## src/rtl/systolic_pkg.sv

```systemverilog
`default_nettype none
// ============================================================================
//  Module      : systolic_pkg
//  Description : Shared definitions for the systolic operand path: default
//                operand width and array size, the feeder FSM state encoding
//                and the signed lane vector type shared with skew_buffer.
//  Revision    : 1.0  initial release
// ============================================================================
package systolic_pkg;

    localparam int DEF_DATA_WIDTH = 8;
    localparam int DEF_ARRAY_SIZE = 8;

    // One operand lane and one full lane vector at the default geometry.
    typedef logic signed [DEF_DATA_WIDTH-1:0]  lane_t;
    typedef lane_t       [DEF_ARRAY_SIZE-1:0]  lane_vec_t;

    typedef enum logic [1:0] {
        ST_IDLE   = 2'd0,
        ST_STREAM = 2'd1,
        ST_FLUSH  = 2'd2,
        ST_DONE   = 2'd3
    } feeder_state_t;

endpackage : systolic_pkg
`default_nettype wire

```

## src/rtl/tile_buffer.sv

```systemverilog
`default_nettype none
// ============================================================================
//  Module      : tile_buffer
//  Description : ARRAY_SIZE x ARRAY_SIZE signed operand register file with a
//                single row write port and a combinational vector read port.
//                The read port returns row rd_idx, or column rd_idx when
//                TILE_FEEDER_TRANSPOSE_EN is defined. A write committing on
//                the same edge is forwarded onto the read port so a stream
//                launched together with a write sees the new row.
//  Ports       : clk, rst          clock / async active-high reset
//                wr_en             write request (already qualified upstream)
//                wr_addr, wr_data  row index and row contents (lane i = col i)
//                rd_idx, rd_data   vector index and selected vector
//  Macros      : TILE_FEEDER_TRANSPOSE_EN - read columns instead of rows
//  Revision    : 1.0  initial release
// ============================================================================
module tile_buffer #(
    parameter  int DATA_WIDTH = 8,
    parameter  int ARRAY_SIZE = 8,
    localparam int ADDR_W     = (ARRAY_SIZE > 1) ? $clog2(ARRAY_SIZE) : 1
) (
    input  logic                                      clk,
    input  logic                                      rst,
    input  logic                                      wr_en,
    input  logic [ADDR_W-1:0]                         wr_addr,
    input  logic signed [ARRAY_SIZE-1:0][DATA_WIDTH-1:0] wr_data,
    input  logic [ADDR_W-1:0]                         rd_idx,
    output logic signed [ARRAY_SIZE-1:0][DATA_WIDTH-1:0] rd_data
);

    localparam logic [ADDR_W:0] c_rows = (ADDR_W+1)'(ARRAY_SIZE);

    // r_tile[row][col]
    logic [ARRAY_SIZE-1:0][ARRAY_SIZE-1:0][DATA_WIDTH-1:0] r_tile;
    logic                                                   w_wr_ok;

    // Rows beyond ARRAY_SIZE-1 are silently dropped.
    assign w_wr_ok = wr_en && ({1'b0, wr_addr} < c_rows);

    always_ff @(posedge clk or posedge rst) begin
        if (rst) begin
            r_tile <= '0;
        end else if (w_wr_ok) begin
            r_tile[wr_addr] <= wr_data;
        end
    end

    always_comb begin
        rd_data = '0;
`ifdef TILE_FEEDER_TRANSPOSE_EN
        // Column read: lane i comes from row i; forward a same-edge write of row i.
        for (int i = 0; i < ARRAY_SIZE; i++) begin
            if (w_wr_ok && (wr_addr == ADDR_W'(i))) begin
                rd_data[i] = wr_data[rd_idx];
            end else begin
                rd_data[i] = r_tile[i][rd_idx];
            end
        end
`else
        // Row read: forward the whole row if it is being written this edge.
        if (w_wr_ok && (wr_addr == rd_idx)) begin
            rd_data = wr_data;
        end else begin
            rd_data = r_tile[rd_idx];
        end
`endif
    end

endmodule : tile_buffer
`default_nettype wire

```

## src/rtl/tile_feeder.sv

```systemverilog
`default_nettype none
// ============================================================================
//  Module      : tile_feeder
//  Description : Operand feeder ahead of skew_buffer. Holds one N x N signed
//                tile; on start streams N vectors, then N-1 zero vectors to
//                drain the skewed wavefront, then pulses done for one cycle.
//                All outputs except wr_ready are registered; wr_ready is
//                decoded from the state register.
//  Ports       : clk, rst                  clock / async active-high reset
//                wr_en, wr_addr, wr_data   tile row write (IDLE only)
//                wr_ready                  tile writable (state == IDLE)
//                start                     launch a stream (IDLE only)
//                busy, done                sequence status / end pulse
//                enable, data_out          to skew_buffer enable / data_in
//  Macros      : TILE_FEEDER_TRANSPOSE_EN - stream columns instead of rows
//  Revision    : 1.0  initial release
// ============================================================================
module tile_feeder
    import systolic_pkg::*;
#(
    parameter  int DATA_WIDTH = DEF_DATA_WIDTH,
    parameter  int ARRAY_SIZE = DEF_ARRAY_SIZE,
    localparam int ADDR_W     = (ARRAY_SIZE > 1) ? $clog2(ARRAY_SIZE) : 1
) (
    input  logic                                         clk,
    input  logic                                         rst,
    input  logic                                         wr_en,
    input  logic [ADDR_W-1:0]                            wr_addr,
    input  logic signed [ARRAY_SIZE-1:0][DATA_WIDTH-1:0] wr_data,
    output logic                                         wr_ready,
    input  logic                                         start,
    output logic                                         busy,
    output logic                                         done,
    output logic                                         enable,
    output logic signed [ARRAY_SIZE-1:0][DATA_WIDTH-1:0] data_out
);

    // Last counter value in STREAM and FLUSH. For N=1 the flush value is
    // never reached because STREAM goes straight to DONE.
    localparam logic [ADDR_W-1:0] c_last_vec   = ADDR_W'(ARRAY_SIZE - 1);
    localparam logic [ADDR_W-1:0] c_last_flush = ADDR_W'(ARRAY_SIZE - 2);

    feeder_state_t                                r_state;
    feeder_state_t                                w_state_nxt;
    logic [ADDR_W-1:0]                            r_cnt;
    logic [ADDR_W-1:0]                            w_cnt_nxt;
    logic                                         r_enable;
    logic                                         r_busy;
    logic                                         r_done;
    logic signed [ARRAY_SIZE-1:0][DATA_WIDTH-1:0] r_data;
    logic                                         w_enable_nxt;
    logic                                         w_busy_nxt;
    logic                                         w_done_nxt;
    logic signed [ARRAY_SIZE-1:0][DATA_WIDTH-1:0] w_data_nxt;
    logic signed [ARRAY_SIZE-1:0][DATA_WIDTH-1:0] w_rd_data;
    logic                                         w_wr_en;

    assign w_wr_en = wr_en && (r_state == ST_IDLE);

    // The read index is the next counter value so that the vector for the
    // upcoming cycle is ready to be registered on this edge.
    tile_buffer #(
        .DATA_WIDTH (DATA_WIDTH),
        .ARRAY_SIZE (ARRAY_SIZE)
    ) u_tile_buffer (
        .clk     (clk),
        .rst     (rst),
        .wr_en   (w_wr_en),
        .wr_addr (wr_addr),
        .wr_data (wr_data),
        .rd_idx  (w_cnt_nxt),
        .rd_data (w_rd_data)
    );

    always_ff @(posedge clk or posedge rst) begin
        if (rst) begin
            r_state  <= ST_IDLE;
            r_cnt    <= '0;
            r_enable <= 1'b0;
            r_busy   <= 1'b0;
            r_done   <= 1'b0;
            r_data   <= '0;
        end else begin
            r_state  <= w_state_nxt;
            r_cnt    <= w_cnt_nxt;
            r_enable <= w_enable_nxt;
            r_busy   <= w_busy_nxt;
            r_done   <= w_done_nxt;
            r_data   <= w_data_nxt;
        end
    end

    always_comb begin
        w_state_nxt = r_state;
        w_cnt_nxt   = r_cnt;

        case (r_state)
            ST_IDLE: begin
                if (start) begin
                    w_state_nxt = ST_STREAM;
                    w_cnt_nxt   = '0;
                end
            end
            ST_STREAM: begin
                if (r_cnt == c_last_vec) begin
                    w_state_nxt = (ARRAY_SIZE == 1) ? ST_DONE : ST_FLUSH;
                    w_cnt_nxt   = '0;
                end else begin
                    w_cnt_nxt   = r_cnt + ADDR_W'(1);
                end
            end
            ST_FLUSH: begin
                if (r_cnt == c_last_flush) begin
                    w_state_nxt = ST_DONE;
                    w_cnt_nxt   = '0;
                end else begin
                    w_cnt_nxt   = r_cnt + ADDR_W'(1);
                end
            end
            ST_DONE: begin
                w_state_nxt = ST_IDLE;
                w_cnt_nxt   = '0;
            end
            default: begin
                w_state_nxt = ST_IDLE;
                w_cnt_nxt   = '0;
            end
        endcase

        // Registered outputs are decoded from the state being entered.
        w_enable_nxt = (w_state_nxt == ST_STREAM) || (w_state_nxt == ST_FLUSH);
        w_busy_nxt   = (w_state_nxt != ST_IDLE);
        w_done_nxt   = (w_state_nxt == ST_DONE);
        w_data_nxt   = (w_state_nxt == ST_STREAM) ? w_rd_data : '0;
    end

    assign wr_ready = (r_state == ST_IDLE);
    assign busy     = r_busy;
    assign done     = r_done;
    assign enable   = r_enable;
    assign data_out = r_data;

endmodule : tile_feeder
`default_nettype wire

```

## config.mk

```make
export PLATFORM = sky130hd
export DESIGN_NAME = tile_feeder
export DESIGN_NICKNAME = d
export VERILOG_FILES = /design/src/rtl/systolic_pkg.sv /design/src/rtl/tile_buffer.sv /design/src/rtl/tile_feeder.sv
export SDC_FILE = /design/constraint.sdc
export NUM_CORES = 1
export LEC_CHECK = 0
export BUFFER_PORTS_ARGS = -buffer_cell sky130_fd_sc_hd__buf_2
export CAP_MARGIN = 20
export CORE_MARGIN = 2
export CORE_UTILIZATION = 61
export DETAILED_ROUTE_END_ITERATION = 6
export GPL_TIMING_DRIVEN = 0
export PLACE_DENSITY = 0.78
export SLEW_MARGIN = 10
export SYNTH_ARGS = -nofsm -noshare
export SYNTH_HDL_FRONTEND = slang
export SYNTH_SLANG_ARGS = --single-unit
```

## constraint.sdc

```tcl
create_clock -name clk -period 18.8 [get_ports clk]
set_input_delay 0.94 -clock clk [delete_from_list [all_inputs] [get_ports clk]]
set_output_delay 0.94 -clock clk [all_outputs]
set_load 0.03 [all_outputs]
```

==> results_dict.tcl <==
set metrics [dict create \
    antenna_found_initial 3 \
    drc_errors 0 \
    vdd_ir_drop_max_mv 0.111 \
    hp-class "primary input to async pin" \
    drtPass1Iterations 5 \
    netlist_instances 1928 \
    p_leak_nw 15.2 \
    grt_start_max_net_pins 128 \
    final_common_cell "dfrtp_1" \
    fin_tns_setup_ns 0 \
    seqCellArea_sq_um 14600 \
    cts_buffer_depth 3 \
    yosys_warnings 0 \
    nNetsFinal 2212 \
    fin_skew_ns 0.0168 \
    clk_latency_ns 0.62 \
    htree_levels 2 \
    postCtsResizedCells 0 \
    grt_setup_unrepaired "no" \
    hold_viol_final 0 \
    hold_buffers 0 \
    synthAdderAreaFrac_pct 0.338 \
    numClockSinks 584 \
    use_met1_pct 39.3 \
    crit_arrival_ns 3.98 \
    clk_pin_slew_ns 0.06 \
    multi_input_area_sq_um 10600 \
    required_ns 19.27 \
    synth.area.mux_share_pct 32.3 \
    cp_max_fo 10 \
    comb_power_share_pct 41.7 \
    fp.dieW_um 210 \
    fmax_ghz 0.285 \
    viasPerCell 6.17 \
    root_buffer "clkbuf_16" \
    grt_pass1_vias 17800 \
    grt-ovfl-total 0 \
    yosysSeqAreaShare_pct 56.4 \
    pwr-share-seq_pct 35.4 \
    dieHeight_um 210 \
    grt_util_all_layers_pct 29.3 \
    start_kind "register" \
    yosysUniqueCellTypes 30 \
    wl_per_cell_um 23.4 \
    drv_cap 0 \
    max_slew_margin_pct 22.5 \
    use_met2_pct 48.4 \
    rows 75 \
    fin_crit_sh_pct 18.7 \
    outcome "finished clean" \
    die_area_sq_um 44100 \
    synthSimpleGateAreaFrac_pct 2.47 \
    avgSynthCellArea_sq_um 13.4 \
    p_int_mw 3.40 \
    io_pins 139 \
    powerDensity_nw_per_um2 183 \
    synth_xor_area_share_pct 0.0676 \
    post-dp-hpwl_mm 40.6 \
    numPortBuffers 138 \
    synth_compound_area_share_pct 5.82 \
    setup-violations-final 0 \
    use_met3_pct 5.18 \
    synth_nets 2006 \
    grt-busiest-layer "met2" \
    swShare_pct 37.1 \
    area_growth_pct 13.8 \
    cts-buffers-inserted 61 \
    gp_congestion 0.812 \
    pwr-share-clk_pct 22.9 \
    instances_no_fill 2721 \
    worst_slew_pin_slew_ns 1.16 \
    drive_above_1_share_pct 37.2 \
    drv_slew 0 \
    mostFrequentLayoutCells "dfrtp_1 (584), mux2_2 (512), mux2i_1 (257)" \
    p_sw_mw 2.01 \
    period_minus_slack_ns 3.51 \
    wl_mm 63.6 \
    cts_tree "built" \
    end_kind "register" \
    syn-cell-area_sq_um 25900 \
    post-cts-setup-buffers 0 \
    initial_utilization_pct 61.7 \
    ys_ff_latch 584 \
    core_sq_um 41900 \
    fillers 2906 \
    vias 16800 \
    ant_nets 0 \
    drt_iter0_drc 1221 \
    synth_top_family_by_area "multiplexers" \
    dp.cells 2610 \
    crit_type "register to register" \
    grt_pass1_wl_mm 99.6 \
]
==> cell usage after synthesis <==
cell        n  share of area [%]
nor2_1      4              0.058
buf_1       4              0.058
inv_1      11               0.16
o21a_1      1              0.029
nand2_1   134                1.9
nor3b_1     1              0.029
ha_1        7               0.34
a211oi_2    1              0.048
clkbuf_1   74                1.1
a311oi_2    1              0.058
o21ai_1    59                1.1
and3b_1     1              0.034
nand2b_1    4              0.097
and3_1      3              0.072
a2111o_1    1              0.043
mux4_2      1              0.087
or3_1       1              0.024
mux2i_1   257                9.9
xnor2_1     2              0.068
mux2_2    512                 22
buf_2      37               0.72
nor2b_1     3              0.072
o22ai_1    64                1.5
o21ai_0     9               0.17
nor4b_1     3               0.10
or4b_1      1              0.039
dfrtp_1   584                 56
a21oi_1    65                1.3
a31oi_1    63                1.5
buf_4      20               0.58
==> cells by family (layout without fill, tap and decap cells) <==
| kind of cell | Yosys count | count (layout) |
|---|---|---|
| compound gates | 264 | 264 |
| flops | 584 | 584 |
| xor+xnor | 2 | 2 |
| fa+ha+maj | 7 | 7 |
| buf+inv | 146 | 398 |
| simple gates | 155 | 155 |
| other cells | 0 | 2 |
| mux | 770 | 770 |
==> power groups by stage <==
| stage | Combinational (mW) | Clock [mW] | Sequential [mW] |
|---|---|---|---|
| floorplan | 1.55 | 0 | 1.95 |
| global placement | 2.16 | 0 | 1.90 |
| detailed placement | 2.22 | 0 | 1.92 |
| CTS | 2.24 | 1.25 | 1.91 |
| global route | 2.42 | 1.31 | 1.95 |
| finish | 2.25 | 1.24 | 1.91 |
==> cell type report <==
type | instances | area share [%]
multi-input cells | 1198 | 36.0
clock inverters | 17 | 0.832
flip-flops and latches | 584 | 49.6
inverters | 11 | 0.166
clock buffers | 92 | 6.19
diodes | 2 | 0.0170
repair buffers | 143 | 2.81
plain buffers | 135 | 2.13
well taps | 539 | 2.29
==> through the flow <==
stage | area [sq um] | power [mW] | hold slack [ns] | util, % | setup slack (ns)
4_1_cts | 29500 | 5.40 | 0.284 | 70.3 | 15.37
2_1_floorplan | 25900 | 3.51 | 0.479 | - | 1.52
3_5_place_dp | 27400 | 4.14 | 0.492 | 65.3 | 15.25
6_report | 29500 | 5.41 | 0.299 | 70.3 | 15.29
3_3_place_gp | 27300 | 4.06 | 0.486 | 65.0 | -3.42
5_1_grt | 29500 | 5.68 | 0.300 | 70.3 | 15.12
==> sequential cells by signal, summed over array words and instances (netlist names) <==
| signal | cells |
|---|---|
| u_tile_buffer.r_tile | 512 |
| data_out | 64 |
| r_cnt | 3 |
| r_state | 2 |
| busy | 1 |
| done | 1 |
| enable | 1 |
==> critical path, cell delays in order, from the launching register on <==
cell and delay, ns:
dfrtp_1 0.44, ha_1 0.22, ha_1 0.19, inv_1 0.08
mux2i_1 0.07, o22ai_1 0.30, ha_1 0.22, buf_1 0.85
clkbuf_1 0.53, o21ai_1 0.13, a21oi_1 0.33
==> layer usage <==
metal,vias up,share of wire [%]
met5,-,0.025
met4,2,2.9
met3,123,5.7
met2,534,49
met1,8729,43
li1,7405,-
==> final timing paths <==
| check | startpoint | endpoint | slack (ns) | depth (start not counted) |
|---|---|---|---|---|
| setup / recovery | r_cnt[0] | data_out[55] | 15.29 | 10 |
| max in group asynchronous | rst | u_tile_buffer.r_tile[284] | 17.07 | 4 |
| min in group clk | u_tile_buffer.r_tile[300] | u_tile_buffer.r_tile[300] | 0.50 | 1 |
| hold reg to reg | u_tile_buffer.r_tile[300] | u_tile_buffer.r_tile[300] | 0.50 | 1 |
| hold / removal | rst | data_out[56] | 0.30 | 2 |
| setup reg to reg | r_cnt[0] | data_out[55] | 15.29 | 10 |
Note: power is estimated with default switching activity, not from simulation.
